--- src/rtl/dram_pkg.sv ---
// Shared types and default timing for the DRAM timing-signal producer.
// All latencies are in controller clock cycles.
package dram_pkg;

    typedef enum logic [2:0] {
        CMD_ACT = 3'd0,
        CMD_RD  = 3'd1,
        CMD_WR  = 3'd2,
        CMD_PRE = 3'd3,
        CMD_REF = 3'd4
    } cmd_t;

    typedef enum logic [2:0] {
        IDLE,
        ACT_W,
        RD_W,
        WR_W,
        PRE_W,
        REF_W
    } timer_state_t;

    localparam int CNT_W_DEF   = 16;
    localparam int T_RCD_DEF   = 4;
    localparam int T_CL_DEF    = 5;
    localparam int T_CWL_DEF   = 4;
    localparam int T_BURST_DEF = 4;
    localparam int T_WR_DEF    = 6;
    localparam int T_RP_DEF    = 4;
    localparam int T_RFC_DEF   = 16;
    localparam int T_REFI_DEF  = 64;

    // True when a latency is at least one cycle and representable in w bits.
    function automatic bit timing_fits(input int t, input int w);
        return (t >= 1) && ((w >= 31) || (t < (1 << w)));
    endfunction

endpackage

--- src/rtl/dram_refresh_timer.sv ---
// Free-running refresh interval timer: raises rf_req after T_REFI cycles
// and holds it until a REF is accepted, which also restarts the interval.
module dram_refresh_timer
    import dram_pkg::*;
#(
    parameter int T_REFI = T_REFI_DEF,
    parameter int CNT_W  = CNT_W_DEF
) (
    input  logic CLK,
    input  logic RST,
    input  logic ref_ack,
    output logic rf_req
);

    localparam logic [CNT_W-1:0] REFI_LAST = CNT_W'(T_REFI - 1);

    logic [CNT_W-1:0] rfc_cnt_q, rfc_cnt_d;
    logic             rf_req_q, rf_req_d;

    // REF acceptance outranks the threshold so a coincident REF leaves rf_req low.
    always_comb begin
        rfc_cnt_d = rfc_cnt_q;
        rf_req_d  = rf_req_q;
        if (ref_ack) begin
            rfc_cnt_d = '0;
            rf_req_d  = 1'b0;
        end else if (rfc_cnt_q == REFI_LAST) begin
            rf_req_d  = 1'b1;
        end else begin
            rfc_cnt_d = rfc_cnt_q + CNT_W'(1);
        end
    end

    // NOTE: sequential state uses non-blocking assignments so every register
    // samples the pre-edge values, independent of process ordering.
    always_ff @(posedge CLK) begin
        if (RST) begin
            rfc_cnt_q <= '0;
            rf_req_q  <= 1'b0;
        end else begin
            rfc_cnt_q <= rfc_cnt_d;
            rf_req_q  <= rf_req_d;
        end
    end

    assign rf_req = rf_req_q;

endmodule

--- src/rtl/dram_timing_ctrl.sv ---
// Latency FSM for issued DRAM commands: times each command from its issue
// cycle, drives the data windows and done/clear pulses, and hosts the refresh timer.
module dram_timing_ctrl
    import dram_pkg::*;
#(
    parameter int CNT_W   = CNT_W_DEF,
    parameter int T_RCD   = T_RCD_DEF,
    parameter int T_CL    = T_CL_DEF,
    parameter int T_CWL   = T_CWL_DEF,
    parameter int T_BURST = T_BURST_DEF,
    parameter int T_WR    = T_WR_DEF,
    parameter int T_RP    = T_RP_DEF,
    parameter int T_RFC   = T_RFC_DEF,
    parameter int T_REFI  = T_REFI_DEF
) (
    input  logic CLK,
    input  logic RST,
    input  logic cmd_valid,
    input  cmd_t cmd,
    output logic busy,
    output logic tACT_done,
    output logic tWR_done,
    output logic tRD_done,
    output logic tPRE_done,
    output logic tREF_done,
    output logic rf_req,
    output logic wr_en,
    output logic rd_en,
    output logic clear
);

    localparam logic [CNT_W:0] RD_SPAN = (CNT_W+1)'(T_CL) + (CNT_W+1)'(T_BURST);
    localparam logic [CNT_W:0] WR_SPAN = (CNT_W+1)'(T_CWL) + (CNT_W+1)'(T_BURST)
                                       + (CNT_W+1)'(T_WR);

    if (!(timing_fits(T_RCD, CNT_W) && timing_fits(T_CL, CNT_W) &&
          timing_fits(T_CWL, CNT_W) && timing_fits(T_BURST, CNT_W) &&
          timing_fits(T_WR, CNT_W) && timing_fits(T_RP, CNT_W) &&
          timing_fits(T_RFC, CNT_W) && timing_fits(T_REFI, CNT_W))) begin : g_bad_timing
        $error("dram_timing_ctrl: every T_* must be >= 1 and fit in CNT_W bits");
    end
    if (RD_SPAN[CNT_W] || WR_SPAN[CNT_W]) begin : g_bad_span
        $error("dram_timing_ctrl: derived read/write spans overflow CNT_W bits");
    end

    // The counter reads k-1 in cycle c0+k, so each event sits at its offset minus one.
    localparam logic [CNT_W-1:0] ACT_LAST      = CNT_W'(T_RCD - 1);
    localparam logic [CNT_W-1:0] RD_DATA_FIRST = CNT_W'(T_CL - 1);
    localparam logic [CNT_W-1:0] RD_DATA_LAST  = CNT_W'(T_CL + T_BURST - 2);
    localparam logic [CNT_W-1:0] RD_LAST       = CNT_W'(RD_SPAN - 1'b1);
    localparam logic [CNT_W-1:0] WR_DATA_FIRST = CNT_W'(T_CWL - 1);
    localparam logic [CNT_W-1:0] WR_DATA_LAST  = CNT_W'(T_CWL + T_BURST - 2);
    localparam logic [CNT_W-1:0] WR_LAST       = CNT_W'(WR_SPAN - 1'b1);
    localparam logic [CNT_W-1:0] PRE_LAST      = CNT_W'(T_RP - 1);
    localparam logic [CNT_W-1:0] REF_LAST      = CNT_W'(T_RFC - 1);

    timer_state_t     state_q, state_d;
    logic [CNT_W-1:0] cnt_q, cnt_d;
    logic             ref_ack;

    assign ref_ack = (state_q == IDLE) && cmd_valid && (cmd == CMD_REF);

    // NOTE: every output of this block gets a default first, so no path can
    // leave a signal unassigned and infer a latch.
    always_comb begin
        state_d   = state_q;
        cnt_d     = cnt_q + CNT_W'(1);
        tACT_done = 1'b0;
        tRD_done  = 1'b0;
        tWR_done  = 1'b0;
        tPRE_done = 1'b0;
        tREF_done = 1'b0;
        rd_en     = 1'b0;
        wr_en     = 1'b0;

        case (state_q)
            IDLE: begin
                cnt_d = '0;
                if (cmd_valid) begin
                    case (cmd)
                        CMD_ACT: state_d = ACT_W;
                        CMD_RD:  state_d = RD_W;
                        CMD_WR:  state_d = WR_W;
                        CMD_PRE: state_d = PRE_W;
                        CMD_REF: state_d = REF_W;
                        default: state_d = IDLE;
                    endcase
                end
            end
            ACT_W: tACT_done = (cnt_q == ACT_LAST);
            RD_W: begin
                rd_en    = (cnt_q >= RD_DATA_FIRST) && (cnt_q <= RD_DATA_LAST);
                tRD_done = (cnt_q == RD_LAST);
            end
            WR_W: begin
                wr_en    = (cnt_q >= WR_DATA_FIRST) && (cnt_q <= WR_DATA_LAST);
                tWR_done = (cnt_q == WR_LAST);
            end
            PRE_W:   tPRE_done = (cnt_q == PRE_LAST);
            REF_W:   tREF_done = (cnt_q == REF_LAST);
            default: state_d = IDLE;
        endcase

        if (clear) begin
            state_d = IDLE;
            cnt_d   = '0;
        end
    end

    assign clear = tACT_done | tRD_done | tWR_done | tPRE_done | tREF_done;
    assign busy  = (state_q != IDLE);

    always_ff @(posedge CLK) begin
        if (RST) begin
            state_q <= IDLE;
            cnt_q   <= '0;
        end else begin
            state_q <= state_d;
            cnt_q   <= cnt_d;
        end
    end

    dram_refresh_timer #(
        .T_REFI (T_REFI),
        .CNT_W  (CNT_W)
    ) u_refresh_timer (
        .CLK     (CLK),
        .RST     (RST),
        .ref_ack (ref_ack),
        .rf_req  (rf_req)
    );

endmodule

--- config.mk ---
export PLATFORM = sky130hd
export DESIGN_NAME = dram_timing_ctrl
export DESIGN_NICKNAME = d
export VERILOG_FILES = /design/src/rtl/dram_pkg.sv /design/src/rtl/dram_refresh_timer.sv /design/src/rtl/dram_timing_ctrl.sv
export SDC_FILE = /design/constraint.sdc
export NUM_CORES = 1
export LEC_CHECK = 0
export CORE_MARGIN = 3
export CORE_UTILIZATION = 54
export DETAILED_ROUTE_END_ITERATION = 10
export PLACE_DENSITY = 0.72
export SLEW_MARGIN = 20
export SYNTH_ARGS = -nofsm -noshare
export SYNTH_HDL_FRONTEND = slang
export SYNTH_SLANG_ARGS = --single-unit
--- constraint.sdc ---
create_clock -name CLK -period 2.9 [get_ports CLK]
set_input_delay 0.725 -clock CLK [delete_from_list [all_inputs] [get_ports CLK]]
set_output_delay 0.725 -clock CLK [all_outputs]
set_load 0.01 [all_outputs]
**Yosys cells after proc, flatten, opt, wreduce, memory -nomap -nowiden**

Index checks and enable logic that the tools add are counted.

- Register bits: 36
- Bits of input ports: 6
- Output and inout port bits: 10
- Logic and storage cells: 52

- Add/sub/neg operators: 2
- Order comparisons: 4
- Equality and inequality tests: 15
- Multiplexer cells: 10
- Bitwise gates (word level): 5
- Reduce and logical (&&, ||, !) cells: 12

Operators with widths:

| cell | number |
|---|---|
| $eq A16 B4 Y1 const B | 3 |
| $add A16 B1 Y16 const B | 2 |
| $le A16 B3 Y1 const B | 2 |
| $eq A16 B2 Y1 const B | 1 |
| $eq A16 B6 Y1 const B | 1 |
| $ge A16 B2 Y1 const B | 1 |
| $ge A16 B3 Y1 const B | 1 |
| $pmux W3 S5 | 1 |
| $eq A3 B2 Y1 const B | 4 |
| $eq A3 B3 Y1 const B | 3 |
| $mux W1 | 7 |
| $eq A3 B1 Y1 const B | 2 |
| $logic_not A3 Y1 | 2 |
| $pmux W3 S2 | 1 |
| $reduce_or A5 Y1 | 1 |
| $logic_and A1 B1 Y1 | 4 |
| $or A1 B1 Y1 | 4 |
| $reduce_or A2 Y1 | 2 |
| $mux W3 | 1 |
| $reduce_bool A3 Y1 | 1 |
| $reduce_or A3 Y1 | 1 |
| $ne A2 B2 Y1 const B | 1 |
| $reduce_and A2 Y1 | 1 |
| $not A1 Y1 | 1 |

**Logic depth before layout (Yosys ltp)**

Gate-level depths: netlist of run 1.

- Depth in word-level cells: 7
- Mapped depth: 7
- Gate-level depth less buffers: 6

**By module**

From an unflattened synthesis of run 1, not the netlist that was laid out.

- Cells, all modules: 228
- Area, all modules: 2075.7 um^2

By module, submodules not included:

| module | instances | cells an instance | area each (um^2) | sequential area each (um^2) |
|---|---|---|---|---|
| dram_timing_ctrl | 1 | 137 | 1277.5 | 380.4 |
| dram_refresh_timer | 1 | 91 | 798.3 | 340.3 |

**Least setup slack after synthesis of run 1**

Ideal clock, no wire load.

- Kind: reg2out
- Start point: reg cnt_q[7]
- End point: out tRD_done
- Arrival time: 1597 ps
- Data required time: 2175 ps
- Path slack: 578 ps
- Stages on the path, launching flop included: 5
- Buffers on the path: 0
- Cell sequence: dfxtp_1 nor4_2 nand3_1 or4b_1 nor2b_1

- Word-level cells in the longest chain between the ends: 2

Ends and longest elaborated chain:

| item | line | RTL |
|---|---|---|
| start: declaration | dram_timing_ctrl.sv:58 | `logic [CNT_W-1:0] cnt_q, cnt_d;` |
| start signal: assignment | dram_timing_ctrl.sv:119 | `cnt_q <= cnt_d;` |
| $eq A16 B4 Y1 | dram_timing_ctrl.sv:93 | `tRD_done = (cnt_q == RD_LAST);` |
| $mux W1 | dram_timing_ctrl.sv:76 | `case (state_q)` |
| end: declaration | dram_timing_ctrl.sv:23 | `output logic tRD_done,` |

Every way passes these cells.

**Worst setup path in the final report of run 1**

- Start point: reg cnt_q[7]
- End point: out tWR_done

- Word-level cells in the longest chain between the ends: 2

Ends and longest elaborated chain:

| item | line | RTL |
|---|---|---|
| $eq A16 B4 Y1 | dram_timing_ctrl.sv:97 | `tWR_done = (cnt_q == WR_LAST);` |
| $mux W1 | dram_timing_ctrl.sv:76 |  |
| end: declaration | dram_timing_ctrl.sv:22 | `output logic tWR_done,` |

Every way passes these cells.

==> results by group, run 1 <==
Floorplanning
  • Die X: 67.0 um
  • Core footprint: 3470 um^2
  • Die extent in y: 67.0 um
  • Initial Util: 0.580
  • Die ar.: between 4000 and 5000 um^2
  • Num ports: 16
  • Rows: 21

CTS
  • Num CTS Buffers: 5
  • Clk buf depth: 2
  • Total number of clock tree sinks: 36
  • CTS tree: built
  • H-tree depth: 2
  • Clock slew seen by the registers of the worst setup and hold paths: 0.06 ns
  • Hold buffers post-CTS: 0
  • Clock Latency Late Sink: 0.29 ns
  • Root Driver: clkbuf_8

Power and ir drop
  • Cell leakage power: about 0.80 nW
  • PD cells: ~390 nW/um^2
  • Max rail drop VDD: 206 uV

Setup path
  • Delay-heaviest family, CP: simple AND/OR/NAND/NOR gates
  • Critical path launch point type: register
  • Crit path required time: 2.17 ns
  • CP Data Arrival Time: 2.07 ns
  • Max incr delay on CP: 0.52 ns
  • CP max-delay cell: or4b_1
  • Element type at the critical path end: primary output
  • Maximum fanout along the worst path: 2
  • CP Cell Sequence: nor4_2 -> nand3_1 -> or4b_1 -> nor2b_1 -> dlygate4sd2_1
  • Bufs and invs on worst path: 1
  • CP Class: register to primary output

Synth
  • Mapped Area: 2010 um^2
  • Synth cell types: 57
  • Seq/Total Area, Yosys: 0.358
  • Synth Instances: 232
  • Ys Warns: 0
  • Number of synthesized flops with an enable pin: 0
  • Mapped Avg Cell Area: a little under 9 um^2
  • Ys async rst share: 0
  • Syn_nets: between 200 and 250
  • #FFs+latches synth: 36
  • Primary FF master, synth: dfxtp_1

Global routing
  • GRT Total Usage: 0.229
  • Grt ovf: 0
  • Vias in the first global route: 1683
  • Initial antenna violation count: 0
  • First-pass GRT wire length: 7870 um
  • Pin count of the biggest net entering global routing: 18

Flow run
  • MaxCap Viol Count: 0

Drt
  • Drt wl/cell: 15.1 um
  • Total wire length: ~4600 um
  • Via density: 5.94
  • Vias: around 1800
  • Final ANT Viol Nets: 0
  • Drt initial violations: 134
  • First-pass detailed-route iteration total: 4
  • # DRC: 0

Placed design
  • PortBufs: 15
  • Hpwl dp: 3300 um
  • Routability cong.: 0.858
  • Placed instance area: 2240 um^2

Cells and area
  • Fraction of layout cells with a size suffix above 1: 0.160
  • Commonest non-fill, non-tap cell in the layout: dfxtp_1
  • Diodes inserted: 0
  • Fin area: 2370 um^2
  • Synth-to-Final Area Change: 17.9%
  • Area of the multi-input gates: around 1200 um^2
  • Register area: 727 um^2
  • # fillers: 303
  • Most frequent cells in the layout: 33 x dfxtp_1, 19 x xnor2_1, 18 x nor3_1
  • Nets@finish: 269

Timing
  • Final Hold Fails: 0
  • Setup TNS: 0 ns
  • Worst Max-Slew Pin Slew: 0.601 ns
  • Final hold slack: 0.470 ns
  • Minimum clock period: between 2 and 3 ns
  • Clock skew: between 0.006 and 0.007 ns
  • Fmax achieved: 0.358 GHz
  • Final period util: 0.962
  • Slew Limit Fails: 0
  • Final setup viols: 0
  • RSZ-0062 raised after global routing: no
  • Worst rel slew slack: 0.597

Status
  • Status: finished, final reports clean

Worst hold path
  • Hold crit path type: register to register
[flip-flops by register name, summed over array words and instances, names as in the netlist]
| signal | count |
|---|---|
| u_refresh_timer.rf_req | 1 |
| state_q | 3 |
| u_refresh_timer.rfc_cnt_q | 16 |
| cnt_q | 16 |
[synthesized netlist by cell type (4+ instances only)]
library cell	n	area (um^2)
inv_1	12	45.0
dfxtp_1	36	721
nor3b_1	5	37.5
nor3_1	18	90.1
o21ai_0	4	20.0
ha_1	5	62.6
nor4_1	12	75.1
a21oi_1	5	25.0
or3_1	5	31.3
nand3_1	11	55.1
a211oi_1	4	30.0
nor2_1	16	60.1
nand2_1	14	52.6
xnor2_1	19	166
[layout make-up]
| type | count | share of cell area |
|---|---|---|
| inverters | 12 | 0.0190 |
| multi-input cells | 176 | 0.523 |
| clock buffers | 5 | 0.0290 |
| well taps | 46 | 0.0243 |
| repair buffers | 27 | 0.0981 |
| flip-flops and latches | 36 | 0.306 |
[stage by stage]
stage	std cells	setup WS (ns)	utilization	power [mW]
after floorplan	232	0.578	-	0.588
after global placement	294	0.146	0.646	0.618
after detailed placement	294	0.0513	0.646	0.623
after CTS	301	0.0753	0.675	0.939
after global routing	302	0.00241	0.684	0.970
final	302	0.109	0.684	0.930
[power by group]
group / switching, mW / total [mW] / internal [mW]
combinational: 0.0464 / 0.0902 / 0.0437
sequential: 0.0192 / 0.524 / 0.505
clock: 0.161 / 0.315 / 0.155
total: 0.226 / 0.930 / 0.704
[cell families after synthesis]
kind of cell               synth area share
and+or+nand+nor                       0.346
DFF                                   0.358
AOI/OAI and AO/OA                     0.123
xor gates and xnor gates             0.0914
buffers and inverters                0.0460
adders and majority gates            0.0311
muxes                               0.00498
[worst register-to-register path, delay by kind of cell (launching register included)]
family | cells | cell delay (ns)
flip-flops | 1 | 0.35
AND/OR/NAND/NOR | 2 | 0.48
AO/OA/AOI/OAI | 2 | 0.61
buffers and inverters | 3 | 0.51
[layer usage]
| layer | vias to the layer above | GRT usage | routed length (um) |
|---|---|---|---|
| met3 | 7 | 0.0590 | 242 |
| met2 | 39 | 0.361 | 2100 |
| met5 | - | 0 | 0 |
| met1 | 859 | 0.301 | 2160 |
| met4 | 0 | 0.0785 | 54 |
| li1 | 890 | - | - |
[what timing repair did]
| item | in CTS | in global routing |
|---|---|---|
| pin swaps | 5 | 2 |
| setup endpoints to repair | 6 | 2 |
| buffers inserted | 2 | 1 |
| endpoints found under the hold margin | 0 | 0 |
| gates resized for setup | 13 | 4 |
[path summary, 6_finish.rpt]
check                           cells past startpoint                endpoint  slack [ns]                    from
worst max-delay path                                5                tWR_done        0.11                cnt_q[7]
worst min-delay path                                1  u_refresh_timer.rf_req        0.47  u_refresh_timer.rf_req
worst max register to register                      7               cnt_q[13]        0.83               cnt_q[14]
worst min register to register                      1  u_refresh_timer.rf_req        0.47  u_refresh_timer.rf_req
Note: power is estimated with default switching activity, not from simulation.
==> run 2, diff against run 1 <==
ABC_AREA = 1   (was not set)
CTS_CLUSTER_DIAMETER = 40   (was not set)
==> run 2 against run 1 <==
Effect of this change:
- worst hold slack got worse by 0.020 ns
- clock skew is 0.0031 ns lower
- first-iteration DRC count down 44%
- core utilization shrank 2.7 points
- highest routed layer unchanged
- non-clock buffer count shrank 9
- sequential cell count did not move
- power increased by 19%
==> results by group, run 2 <==
Floorplanning
  • Die extent in y: 68.5 um (was 67.0 um)
  • Num ports: 16 (unchanged)
  • Die ar.: 4690 um^2 (was 4490 um^2)
  • Rows: 22 (was 21)
  • Initial Util: 0.568 (was 0.580)
  • Die X: 68.5 um (was 67.0 um)
  • Core footprint: 3720 um^2 (was 3470 um^2)

Flow run
  • MaxCap Viol Count: 0 (unchanged)

Synth
  • Mapped Avg Cell Area: 7.27 um^2 (was 8.67 um^2)
  • Number of synthesized flops with an enable pin: 0 (unchanged)
  • #FFs+latches synth: 36 (unchanged)
  • Leading area contributor after synthesis: dfxtp_1 (unchanged)
  • Ys Warns: 0 (unchanged)
  • Primary FF master, synth: dfxtp_1 (unchanged)
  • Synth Instances: 290 (was 232)
  • Mapped Area: 2110 um^2 (was 2010 um^2)
  • Ys async rst share: 0 (unchanged)
  • Ranking of synthesized cells by area: dfxtp_1 34%, nand2_1 9.1%, nor2_1 8.2% (was dfxtp_1 36%, xnor2_1 8.3%, nor3_1 4.5%)
  • Most numerous cell in the Yosys netlist: nand2_1 (was dfxtp_1)
  • Synth cell types: 32 (was 57)
  • Share of the synthesized area in the top cell type: 0.342 (was 0.358)
  • Seq/Total Area, Yosys: 0.342 (was 0.358)
  • Post-synth top cells: 51 x nand2_1, 46 x nor2_1, 38 x inv_1, 36 x dfxtp_1, 13 x nor2_4 (was 36 x dfxtp_1, 19 x xnor2_1, 18 x nor3_1, 16 x nor2_1, 14 x nand2_1)
  • Syn_nets: 301 (was 243)

Setup path
  • Maximum fanout along the worst path: 7 (was 2)
  • CP Data Arrival Time: 2.10 ns (was 2.07 ns)
  • R2r setup slk: 1.17 ns (was 0.83 ns)
  • Critical path launch point type: register (unchanged)
  • CP Cell Sequence: nor2_1 -> nand2_1 -> nor2_4 -> nand2_1 -> nor4_1 -> nor2_1 -> nand3_1 -> clkdlybuf4s50_1 (was nor4_2 -> nand3_1 -> or4b_1 -> nor2b_1 -> dlygate4sd2_1)
  • CP Class: register to primary output (unchanged)
  • Max incr delay on CP: 0.53 ns (was 0.52 ns)
  • Element type at the critical path end: primary output (unchanged)
  • CP max-delay cell: clkdlybuf4s50_1 (was or4b_1)
  • Crit path required time: 2.17 ns (about the same)

Timing
  • Worst Slack Setup Final: 0.0765 ns (was 0.109 ns)
  • Setup TNS: 0 ns (unchanged)
  • Slew Limit Fails: 0 (unchanged)
  • Worst Max-Slew Pin Slew: 0.410 ns (was 0.601 ns)
  • Clock skew: 0.00368 ns (was 0.00677 ns)
  • Final Hold Fails: 0 (unchanged)
  • Worst rel slew slack: 0.727 (was 0.597)
  • Fmax achieved: 0.354 GHz (was 0.358 GHz)
  • Final period util: 0.974 (was 0.962)
  • Final setup viols: 0 (unchanged)
  • Minimum clock period: 2.82 ns (was 2.79 ns)

Drt
  • Total wire length: 3910 um (was 4550 um)
  • Final ANT Viol Nets: 0 (unchanged)
  • # DRC: 0 (unchanged)
  • Vias: 1764 (was 1795)
  • First-pass detailed-route iteration total: 4 (unchanged)
  • Drt wl/cell: 10.8 um (was 15.1 um)
  • Via density: 4.87 (was 5.94)
  • Drt initial violations: 75 (was 134)

Global routing
  • GRT Total Usage: 0.177 (was 0.229)
  • Pin count of the biggest net entering global routing: 17 (was 18)
  • Vias in the first global route: 1533 (was 1683)
  • Initial antenna violation count: 0 (unchanged)
  • First-pass GRT wire length: 6390 um (was 7870 um)
  • Grt ovf: 0 (unchanged)

CTS
  • Clock Latency Late Sink: 0.28 ns (was 0.29 ns)
  • H-tree depth: 2 (unchanged)
  • Root Driver: clkbuf_8 (unchanged)
  • CTS tree: built (unchanged)
  • Clk buf depth: 2 (unchanged)
  • Num CTS Buffers: 5 (unchanged)
  • Clock slew seen by the registers of the worst setup and hold paths: 0.07 ns (was 0.06 ns)
  • Total number of clock tree sinks: 36 (unchanged)

Cells and area
  • Diodes inserted: 0 (unchanged)
  • Fin area: 2440 um^2 (was 2370 um^2)
  • Most frequent cells in the layout: 51 x nand2_1, 46 x nor2_1, 38 x inv_1 (was 33 x dfxtp_1, 19 x xnor2_1, 18 x nor3_1)
  • Fraction of layout cells with a size suffix above 1: 0.153 (was 0.160)
  • Util after Layout: 0.657 (was 0.684)
  • Biggest regs: cnt_q: 16 flops, u_refresh_timer.rfc_cnt_q: 16 flops, state_q: 3 flops (unchanged)
  • Commonest non-fill, non-tap cell in the layout: nand2_1 (was dfxtp_1)
  • Synth-to-Final Area Change: 15.8% (was 17.9%)
  • Nets@finish: 324 (was 269)

Power and ir drop
  • PnR Total Power: 1.10 mW (was 930 uW)
  • Max rail drop VDD: 243 uV (was 206 uV)
  • Cell leakage power: 0.941 nW (was 0.801 nW)
  • PD cells: 452 nW/um^2 (was 392 nW/um^2)

Placed design
  • PortBufs: 15 (unchanged)
  • Hpwl dp: 2800 um (was 3300 um)
  • Placed instance area: 2300 um^2 (was 2240 um^2)
  • Routability cong.: 0.835 (was 0.858)
  • Pre-CTS setup slack: 0.387 ns (was 0.0513 ns)

Worst hold path
  • Hold crit path type: register to register (unchanged)

Status
  • Status: finished, final reports clean (unchanged)
[run 2: cell types whose count changed after synthesis, sizes merged, moves of 6 or more]
cell | previous run | this run
xnor2 | 19 | 4
nor2 | 16 | 63
nor3 | 18 | 12
xor2 | 2 | 11
inv | 12 | 43
nand2 | 15 | 54
a31oi | 0 | 6
nor4 | 13 | 5
[run 2: path summary, 6_finish.rpt]
| kind | startpoint | to | depth (start not counted) |
|---|---|---|---|
| worst min-delay path | u_refresh_timer.rf_req | u_refresh_timer.rf_req | 2 |
| worst min register to register | u_refresh_timer.rf_req | u_refresh_timer.rf_req | 2 |
| worst max register to register | cnt_q[11] | cnt_q[0] | 9 |
| worst max-delay path | cnt_q[11] | clear | 8 |
[run 2: worst max-delay path, delay by kind of cell, from the launching register on]
kind	cells	cell delay [ns]
DFF	1	0.35
buffers and inverters	1	0.53
and+or+nand+nor	7	0.93
[run 2: area by class of cell]
| cell class | instances | area, um^2 |
|---|---|---|
| fillers | 321 | 1270 |
| inverters | 44 | 165 |
| flip-flops and latches | 36 | 722 |
| well taps | 48 | 60.1 |
| clock inverters | 1 | 30.0 |
| clock buffers | 7 | 96.3 |
| repair buffers | 18 | 173 |
| multi-input cells | 208 | 1200 |
[run 2: stage by stage]
step           hold WS [ns]  std cells
2_1_floorplan         0.442        290
3_3_place_gp          0.439        352
3_5_place_dp          0.442        352
4_1_cts               0.454        360
5_1_grt               0.469        362
6_report              0.449        362
[run 2: logic make-up after synthesis]
family / Yosys count / share of synthesized area
buffers and inverters: 46 / 0.0913
AOI/OAI and AO/OA: 28 / 0.0718
and+or+nand+nor: 160 / 0.403
adders and majority gates: 5 / 0.0297
DFF: 36 / 0.342
xor gates and xnor gates: 15 / 0.0623
[run 2: report_power, final]
group,switching [mW],total (mW),internal (mW)
Sequential,0.0118,0.517,0.505
Clock,0.175,0.478,0.303
Combinational,0.0706,0.109,0.0386
[run 2: per-layer routing]
layer  vias to the layer above  part of all wire  global-route usage
li1                        975                 -                   -
met1                       761              0.48               0.223
met2                        23              0.49               0.293
met3                         5             0.026              0.0340
met4                         0             0.011              0.0744
met5                         -                 0                   0
[run 2: repair_timing]
action                                 in CTS  in global routing
gates resized for setup                     0                  1
setup endpoints to repair                   0                  2
setup buffers                               0                  2
endpoints found under the hold margin       0                  0
hold buffers                                0                  0
==> run 3, diff against run 2 <==
CORE_MARGIN = not set   (was 3)
SKIP_LAST_GASP = 1   (was not set)
==> run 3 against run 2 <==
Effect of this change:
- count of clock-buffer cells in the layout up 1
- fmax grew 3.8%
- sequential cell count unchanged
- die area is 11% lower
- non-clock buffer count increased by 1
==> results by group, run 3 (synthesized netlist as in run 2, its figures left out) <==
Status
  • Status: finished, final reports clean (unchanged)

Floorplanning
  • Num ports: 16 (unchanged)
  • Die X: 64.5 um (was 68.5 um)
  • Die extent in y: 64.5 um (was 68.5 um)
  • Core footprint: 3720 um^2 (unchanged)
  • Initial Util: 0.568 (unchanged)
  • Rows: 22 (unchanged)
  • Die ar.: 4160 um^2 (was 4690 um^2)

Drt
  • Vias: 1800 (was 1764)
  • Final ANT Viol Nets: 0 (unchanged)
  • First-pass detailed-route iteration total: 4 (unchanged)
  • Drt wl/cell: 10.6 um (was 10.8 um)
  • Total wire length: 3840 um (was 3910 um)
  • Drt initial violations: 103 (was 75)
  • # DRC: 0 (unchanged)
  • Via density: 4.96 (was 4.87)

Setup path
  • Maximum fanout along the worst path: 4 (was 7)
  • CP Class: register to primary output (unchanged)
  • Critical Path End: clear (unchanged)
  • CP startpoint: cnt_q[1] (was cnt_q[11])
  • R2R cell count: 8 (was 9)
  • RR Endpoint: cnt_q[0] (unchanged)
  • Crit path required time: 2.17 ns (about the same)
  • Element type at the critical path end: primary output (unchanged)
  • R2r setup slk: 1.20 ns (was 1.17 ns)
  • CP Data Arrival Time: 1.99 ns (was 2.10 ns)
  • Worst r2r src: cnt_q[0] (was cnt_q[11])
  • Critical path launch point type: register (unchanged)

CTS
  • Total number of clock tree sinks: 36 (unchanged)
  • Clock Latency Late Sink: 0.28 ns (about the same)
  • H-tree depth: 2 (unchanged)
  • CTS tree: built (unchanged)
  • Num CTS Buffers: 5 (unchanged)
  • Clock slew seen by the registers of the worst setup and hold paths: 0.07 ns (about the same)
  • Clk buf depth: 2 (unchanged)
  • Root Driver: clkbuf_8 (unchanged)

Cells and area
  • Most frequent cells in the layout: 51 x nand2_1, 46 x nor2_1, 38 x inv_1 (unchanged)
  • Synth-to-Final Area Change: 15.3% (was 15.8%)
  • Fin area: 2430 um^2 (was 2440 um^2)
  • Util after Layout: 0.655 (was 0.657)
  • Nets@finish: 325 (was 324)
  • Commonest non-fill, non-tap cell in the layout: nand2_1 (unchanged)
  • Fraction of layout cells with a size suffix above 1: 0.152 (was 0.153)
  • Diodes inserted: 0 (unchanged)
  • Biggest regs: cnt_q: 16 flops, u_refresh_timer.rfc_cnt_q: 16 flops, state_q: 3 flops (unchanged)

Power and ir drop
  • Sequential Power Share: 0.522 (was 0.468)
  • Psw: 254 uW (was 257 uW)
  • Clk network pwr share: 0.368 (was 0.433)
  • Int Power: 738 uW (was 847 uW)
  • Sw Share: 0.256 (was 0.233)
  • Combinational power share: 0.111 (was 0.099)
  • Max rail drop VDD: 293 uV (was 243 uV)
  • Cell leakage power: 0.933 nW (was 0.941 nW)
  • PD cells: 408 nW/um^2 (was 452 nW/um^2)

Placed design
  • Routability cong.: 0.871 (was 0.835)
  • Hpwl dp: 2810 um (was 2800 um)
  • Placed instance area: 2300 um^2 (unchanged)
  • Pre-CTS setup slack: 0.357 ns (was 0.387 ns)
  • PortBufs: 15 (unchanged)

Timing
  • Slew Limit Fails: 0 (unchanged)
  • Final setup viols: 0 (unchanged)
  • Worst Slack Setup Final: 0.181 ns (was 0.0765 ns)
  • Worst rel slew slack: 0.730 (was 0.727)
  • Minimum clock period: 2.72 ns (was 2.82 ns)
  • RSZ-0062 raised after global routing: no
  • Clock skew: 0.00310 ns (was 0.00368 ns)
  • Final Hold Fails: 0 (unchanged)
  • Setup TNS: 0 ns (unchanged)
  • Fmax achieved: 0.368 GHz (was 0.354 GHz)
  • Final period util: 0.938 (was 0.974)
  • Worst Max-Slew Pin Slew: 0.406 ns (was 0.410 ns)

Global routing
  • Pin count of the biggest net entering global routing: 17 (unchanged)
  • GRT Total Usage: 0.205 (was 0.177)
  • Grt ovf: 0 (unchanged)
  • First-pass GRT wire length: 6620 um (was 6390 um)
  • Initial antenna violation count: 0 (unchanged)
  • Vias in the first global route: 1567 (was 1533)

Flow run
  • MaxCap Viol Count: 0 (unchanged)

Worst hold path
  • Hold crit path type: register to register (unchanged)
## run 3: cell types whose count changed in the layout (fill, tap and decap cells not counted)
| cell | before | now |
|---|---|---|
| clkbuf_1 | 0 | 2 |
| buf_12 | 0 | 1 |
| bufinv_16 | 1 | 0 |
| clkbuf_8 | 7 | 6 |
| nor4_1 | 5 | 4 |
| nor4_2 | 0 | 1 |
## run 3: layer usage
metal / track usage / wire length [um] / share of wire / up-vias
met4: 0.0750 / 43 / 0.011 / 0
met5: 0 / 0 / 0 / -
met2: 0.330 / 1810 / 0.47 / 30
met3: 0.0581 / 170 / 0.044 / 4
met1: 0.257 / 1810 / 0.47 / 795
li1: - / - / - / 971
## run 3: cell type report
| cell class | instances | area, um^2 |
|---|---|---|
| multi-input combinational | 208 | 1200 |
| inverter | 44 | 165 |
| timing repair buffer | 19 | 193 |
| tap | 48 | 60.1 |
| sequential | 36 | 722 |
| fill | 324 | 1280 |
| clock buffer | 8 | 90.1 |
## run 3: timing repair
item                                    CTS  global route
hold buffers                              0             0
gates resized for setup                   0             2
endpoints found under the setup margin    0             2
endpoints found under the hold margin     0             0
buffers inserted                          0             3
## run 3: metrics by stage
| stage | hold WS [ns] | power [mW] | instances |
|---|---|---|---|
| after floorplan | 0.442 | 0.613 | 290 |
| after global placement | 0.437 | 0.636 | 352 |
| after detailed placement | 0.442 | 0.638 | 352 |
| after CTS | 0.453 | 1.00 | 360 |
| after global routing | 0.499 | 1.04 | 363 |
| final | 0.449 | 0.992 | 363 |
## run 3: worst min path at each step
stage / start / to / slack, ns / depth (start not counted)
global placement: u_refresh_timer.rf_req / u_refresh_timer.rf_req / 0.44 / 2
detailed placement: u_refresh_timer.rf_req / u_refresh_timer.rf_req / 0.44 / 2
CTS: u_refresh_timer.rf_req / u_refresh_timer.rf_req / 0.45 / 2
finish: u_refresh_timer.rf_req / u_refresh_timer.rf_req / 0.45 / 2
global route: u_refresh_timer.rf_req / u_refresh_timer.rf_req / 0.50 / 2
floorplan: u_refresh_timer.rfc_cnt_q[15] / u_refresh_timer.rfc_cnt_q[15] / 0.44 / 1
## run 3: power groups by stage
stage               combinational [mW]  clock (mW)  sequential (mW)
floorplan                       0.0876           0            0.525
global placement                 0.108           0            0.528
detailed placement               0.109           0            0.528
CTS                              0.109       0.374            0.517
global route                     0.125       0.397            0.519
finish                           0.110       0.365            0.518
## run 3: worst max-delay path, stage by stage (launching register included)
cell	delay (ns)
dfxtp_1	0.38
ha_1	0.24
nand3_2	0.11
nor2_2	0.17
nand3_1	0.11
nand2_1	0.08
inv_1	0.04
nand3_1	0.06
clkdlybuf4s50_1	0.53
